File: config.mk
export PLATFORM = sky130hd
export DESIGN_NAME = fft_serial_sched
export DESIGN_NICKNAME = d
export VERILOG_FILES = /design/src/rtl/fft_serial_sched.sv
export SDC_FILE = /design/constraint.sdc
export NUM_CORES = 1
export LEC_CHECK = 0
export ABC_AREA = 1
export CORE_ASPECT_RATIO = 1.5
export CORE_MARGIN = 8
export CORE_UTILIZATION = 35
export DETAILED_ROUTE_END_ITERATION = 6
export HOLD_SLACK_MARGIN = 0.05
export PLACE_DENSITY = 0.68
export SLEW_MARGIN = 15
export SYNTH_ARGS = -nofsm -noshare
export SYNTH_HDL_FRONTEND = slang
export SYNTH_SLANG_ARGS = --single-unit
File: constraint.sdc
create_clock -name i_clk -period 1.1 [get_ports i_clk]
set_input_delay 0.275 -clock i_clk [delete_from_list [all_inputs] [get_ports i_clk]]
set_output_delay 0.275 -clock i_clk [all_outputs]
set_load 0.03 [all_outputs]
File: src/rtl/fft_serial_sched.sv
// Ping-pong write/read scheduler for the 4-lane FFT output buffer.
// The write side steers each 8-beat FFT frame into one of two banks. The read
// side drains a full bank one lane per accepted beat. Only addresses and
// control are produced here; no data passes through this block.
module fft_serial_sched #(
  parameter int NB_ROW  = 3,
  parameter int NB_LANE = 2
) (
  input  logic               i_clk,
  input  logic               i_rst_n,
  input  logic               i_enable,
  input  logic               i_fft_valid,
  input  logic               i_ready,
  output logic               o_wr_en,
  output logic               o_wr_bank,
  output logic [NB_ROW-1:0]  o_wr_row,
  output logic               o_rd_bank,
  output logic [NB_ROW-1:0]  o_rd_row,
  output logic [NB_LANE-1:0] o_rd_lane,
  output logic               o_valid,
  output logic               o_frame_done,
  output logic               o_overflow,
  output logic               o_short_frame
);

  localparam logic [1:0] W_IDLE   = 2'd0;
  localparam logic [1:0] W_ACTIVE = 2'd1;
  localparam logic [1:0] W_DROP   = 2'd2;
  localparam logic [0:0] R_IDLE   = 1'b0;
  localparam logic [0:0] R_DRAIN  = 1'b1;

  localparam logic [NB_ROW-1:0]  ROW_ONE  = NB_ROW'(1);
  localparam logic [NB_LANE-1:0] LANE_ONE = NB_LANE'(1);

  logic [1:0]         w_state_reg, w_state_next;
  logic               wr_bank_reg, wr_bank_next;
  logic [NB_ROW-1:0]  wr_row_reg, wr_row_next;
  logic [0:0]         r_state_reg, r_state_next;
  logic               rd_bank_reg, rd_bank_next;
  logic [NB_ROW-1:0]  rd_row_reg, rd_row_next;
  logic [NB_LANE-1:0] rd_lane_reg, rd_lane_next;
  logic [1:0]         full_reg;
  logic               acc;
  logic               set_full;
  logic               clr_full;

  assign acc = i_fft_valid & i_enable;

  // Write side: start a frame at row 0, step through rows, mark the bank full
  // on the last row, or drop/abort the frame.
  always_comb begin
    w_state_next  = w_state_reg;
    wr_bank_next  = wr_bank_reg;
    wr_row_next   = wr_row_reg;
    set_full      = 1'b0;
    o_wr_en       = 1'b0;
    o_overflow    = 1'b0;
    o_short_frame = 1'b0;
    case (w_state_reg)
      W_IDLE: begin
        if (acc) begin
          if (!full_reg[wr_bank_reg]) begin
            o_wr_en      = 1'b1;
            wr_row_next  = wr_row_reg + ROW_ONE;
            w_state_next = W_ACTIVE;
          end else begin
            o_overflow   = 1'b1;
            w_state_next = W_DROP;
          end
        end
      end
      W_ACTIVE: begin
        if (acc) begin
          o_wr_en = 1'b1;
          if (&wr_row_reg) begin
            set_full     = 1'b1;
            wr_bank_next = ~wr_bank_reg;
            wr_row_next  = '0;
            w_state_next = W_IDLE;
          end else begin
            wr_row_next  = wr_row_reg + ROW_ONE;
          end
        end else begin
          // Frame ended early: the bank stays empty and is reused from row 0.
          o_short_frame = 1'b1;
          wr_row_next   = '0;
          w_state_next  = W_IDLE;
        end
      end
      W_DROP: begin
        if (!i_fft_valid) w_state_next = W_IDLE;
      end
      default: w_state_next = W_IDLE;
    endcase
  end

  // Read side: drain a full bank lane by lane, chaining into the other bank
  // without a bubble when it is already full.
  always_comb begin
    r_state_next = r_state_reg;
    rd_bank_next = rd_bank_reg;
    rd_row_next  = rd_row_reg;
    rd_lane_next = rd_lane_reg;
    clr_full     = 1'b0;
    o_frame_done = 1'b0;
    case (r_state_reg)
      R_IDLE: begin
        if (full_reg[rd_bank_reg]) begin
          r_state_next = R_DRAIN;
          rd_row_next  = '0;
          rd_lane_next = '0;
        end
      end
      R_DRAIN: begin
        if (i_ready) begin
          if (&rd_lane_reg) begin
            rd_lane_next = '0;
            if (&rd_row_reg) begin
              o_frame_done = 1'b1;
              clr_full     = 1'b1;
              rd_bank_next = ~rd_bank_reg;
              rd_row_next  = '0;
              if (!full_reg[~rd_bank_reg]) r_state_next = R_IDLE;
            end else begin
              rd_row_next  = rd_row_reg + ROW_ONE;
            end
          end else begin
            rd_lane_next = rd_lane_reg + LANE_ONE;
          end
        end
      end
      default: r_state_next = R_IDLE;
    endcase
  end

  // State and address registers for both sides.
  always_ff @(posedge i_clk or negedge i_rst_n) begin
    if (!i_rst_n) begin
      w_state_reg <= W_IDLE;
      wr_bank_reg <= 1'b0;
      wr_row_reg  <= '0;
      r_state_reg <= R_IDLE;
      rd_bank_reg <= 1'b0;
      rd_row_reg  <= '0;
      rd_lane_reg <= '0;
    end else begin
      w_state_reg <= w_state_next;
      wr_bank_reg <= wr_bank_next;
      wr_row_reg  <= wr_row_next;
      r_state_reg <= r_state_next;
      rd_bank_reg <= rd_bank_next;
      rd_row_reg  <= rd_row_next;
      rd_lane_reg <= rd_lane_next;
    end
  end

  // Per-bank full flags; a set and a clear in the same cycle always hit
  // different banks, so each flag sees at most one of them.
  for (genvar gi = 0; gi < 2; gi++) begin : g_full
    always_ff @(posedge i_clk or negedge i_rst_n) begin
      if (!i_rst_n) begin
        full_reg[gi] <= 1'b0;
      end else if (set_full && (wr_bank_reg == gi[0])) begin
        full_reg[gi] <= 1'b1;
      end else if (clr_full && (rd_bank_reg == gi[0])) begin
        full_reg[gi] <= 1'b0;
      end
    end
  end

  assign o_wr_bank = wr_bank_reg;
  assign o_wr_row  = wr_row_reg;
  assign o_rd_bank = rd_bank_reg;
  assign o_rd_row  = rd_row_reg;
  assign o_rd_lane = rd_lane_reg;
  assign o_valid   = (r_state_reg == R_DRAIN);

endmodule

==> flow_summary.yaml, run 1 <==
die:
  chipHeight_um: 77.5
  row_count: 22
  dieArea_um2: 4420
  io_pins: 20
  dieWidth_um: 57.0
  coreArea_um2: 2420
  start_util: 0.364
route:
  drtPass1Iterations: 4
  routed-via-count: 1024
  wl_per_cell_um: 13.3
  first_iter_violations: 18
  routed_via_density: 4.85
  drc: 0
  drt_wl_total_mm: 2.82
  postRouteAntennaNets: 0
yosys:
  synth_top_area_frac: 0.426
  seq_area_frac_synth: 0.426
  syn_avg_cell_area_um2: 7.74
  syn-num-nets: 124
  netlist_instances: 114
  ys_types: 15
  netlist_area_um2: 882
  yosys.area.top_type: "dfrtp_1"
  yosysWarnings: 0
  synthTopCellsByArea: "dfrtp_1, nand2_1, nand3_1, ha_1, inv_1"
  ys_ff_latch: 15
global_route:
  grt_usage: 0.128
  antenna_found_initial: 0
  overflow: 0
  grt_pass1_wl_mm: 4.68
  grt_max_degree: 16
  grt_pass1_vias: 1082
sta:
  rsz0062_at_grt: "true"
  finalWorstSetupSlack_ns: -0.462
  slew-limit-headroom: 0.879
  hold_violations: 0
  tns_ns: -4.37
  fin_skew_ns: 0.00384
  fmax_mhz: 640
  period_minus_slack_ns: 1.56
  slew_violations: 0
  tightest_slew_ns: 0.180
  fin_crit_sh: 1.42
  setup_viol: 25
  holdWs_ns: 0.301
clock_network:
  cts_tree: "built"
  cts_made_buffers: 3
  insertion_delay_ns: 0.30
  htreeDepth: 1
  clock-root-buffer: "clkbuf_4"
  clk_pin_slew_ns: 0.10
  ctsHoldBuffers: 0
  clockBufferDepth: 2
  cts.sinks: 15
placed_design:
  dp_hpwl_mm: 1.97
  pre_cts_ws_ns: -0.533
  placed_area_um2: 1430
  port_buffers: 19
  routabilityCongestion: 0.771
worst_setup_path:
  crit_arrival_ns: 1.29
  cpLargestDelayFamily: "flip-flops"
  regToRegStartpoint: "o_rd_row[0]$_DFFE_PN0P_"
  crit_type: "reg -> out"
  r2r_cells: 6
  r2r_setup_slack_ns: -0.15
  cpMostUsedCell: "ha_4"
  slowest_delay_ns: 0.44
  path_max_fanout: 2
  crit_chain: "ha_4, ha_4, nand2_4, inv_4, buf_6"
  worst_setup_path_end_kind: "primary output"
  r2r_end: "o_rd_row[1]$_DFFE_PN0P_"
  crit_required_ns: 0.82
  cp_slowest_cell: "dfrtp_2"
  critPathLaunchType: "flop"
  cp_num_buf_inv: 2
power_and_ir_drop:
  p_leak_uw: 0.000928
  power_per_cell_area_nw_per_um2: 1960
  ir_worst_vdd_v: 0.00136
final_layout:
  area_growth_pct: 104
  drive_above_1_share: 0.626
  design_area_um2: 1800
  n_antenna_cell: 0
  finalNetCount: 198
run_status:
  violations: "negative setup slack"
  status: "finished with violations"
run:
  maxCapViolCount: 0
worst_hold_path:
  hold_path.class: "in -> async"
[per-stage QoR]
step / total power [µW] / util / std cells
after floorplan: 1890 / - / 114
after global placement: 2580 / 0.592 / 189
after detailed placement: 2640 / 0.592 / 189
after CTS: 3390 / 0.699 / 205
after global routing: 3780 / 0.742 / 211
final: 3530 / 0.742 / 211
[cell families after synthesis]
family / share of synthesized area
AOI/OAI and AO/OA: 0.0440
DFF: 0.426
adders and majority gates: 0.0709
buffers and inverters: 0.0766
and+or+nand+nor: 0.383
[layer usage]
metal  GRT usage  up-vias  wire, µm  part of all wire
li1            -      519         -                 -
met1       0.123      475      1020              0.36
met2       0.242       21      1560              0.55
met3      0.0309        9       132             0.047
met4      0.0566        0       107             0.038
met5           0        -         0                 0
[repair_timing]
item,4_1_cts,5_1_grt
gates cloned,0,0
resized for setup,46,17
setup endpoints to repair,25,26
pin swaps,14,12
buffers inserted,15,11
[cell usage after synthesis]
library cell	number
dfrtp_1	15
ha_1	5
inv_1	15
inv_2	3
nand2_1	28
nand2_2	6
nand2_4	1
nand3_1	20
nand3_2	1
nand4_1	5
nor2_1	5
nor2_2	2
nor2_4	1
o21ai_0	6
o21ai_2	1
[worst register-to-register path, delay by kind of cell, from the launching register on]
kind,cells,cell delay [ns]
flops,1,0.44
fa+ha+maj,2,0.33
compound gates,1,0.16
buf+inv,2,0.14
simple gates,1,0.10
[worst max path at each step]
stage	slack (ns)	to	from	cells after the start
4_1_cts	-0.47	o_frame_done	o_rd_row[0]$_DFFE_PN0P_	5
3_3_place_gp	-0.51	o_overflow	i_fft_valid	6
6_report	-0.46	o_frame_done	o_rd_row[0]$_DFFE_PN0P_	5
5_1_grt	-0.50	o_overflow	w_state_reg[1]$_DFFE_PN0P_	5
2_1_floorplan	-0.15	o_frame_done	o_rd_lane[1]$_DFFE_PN0P_	5
3_5_place_dp	-0.53	o_overflow	i_fft_valid	6
[layout make-up]
| type | count | area [µm²] |
|---|---|---|
| clock buffers | 4 | 26.3 |
| flip-flops and latches | 15 | 389 |
| fillers | 175 | 626 |
| repair buffers | 69 | 678 |
| multi-input cells | 81 | 601 |
| well taps | 24 | 30.0 |
| inverters | 18 | 72.6 |
[power breakdown]
group          internal, µW  switching [µW]  total [µW]
sequential              725             176         901
clock                   141             197         338
combinational          1240            1050        2290
total                  2110            1420        3530
[cells in the final DEF (no fill, tap or decap), types with 3 or more instances in the layout]
master / Yosys / final
dfrtp_2: 0 / 11
dfrtp_1: 15 / 4
inv_2: 3 / 9
nor2_4: 1 / 4
o21ai_1: 0 / 3
buf_6: 0 / 34
nand2_1: 28 / 25
inv_1: 15 / 7
nand3_1: 20 / 17
buf_4: 0 / 29
nand4_1: 5 / 5
ha_4: 0 / 5
clkbuf_4: 0 / 3
nand2_4: 1 / 8
(Power assumes the default switching activity.)
==> run 2: changes to the inputs <==
- CAP_MARGIN: default -> 20
==> results of run 2 <==
Same layout as run 1: the final DEF is identical, and so are final timing and power.
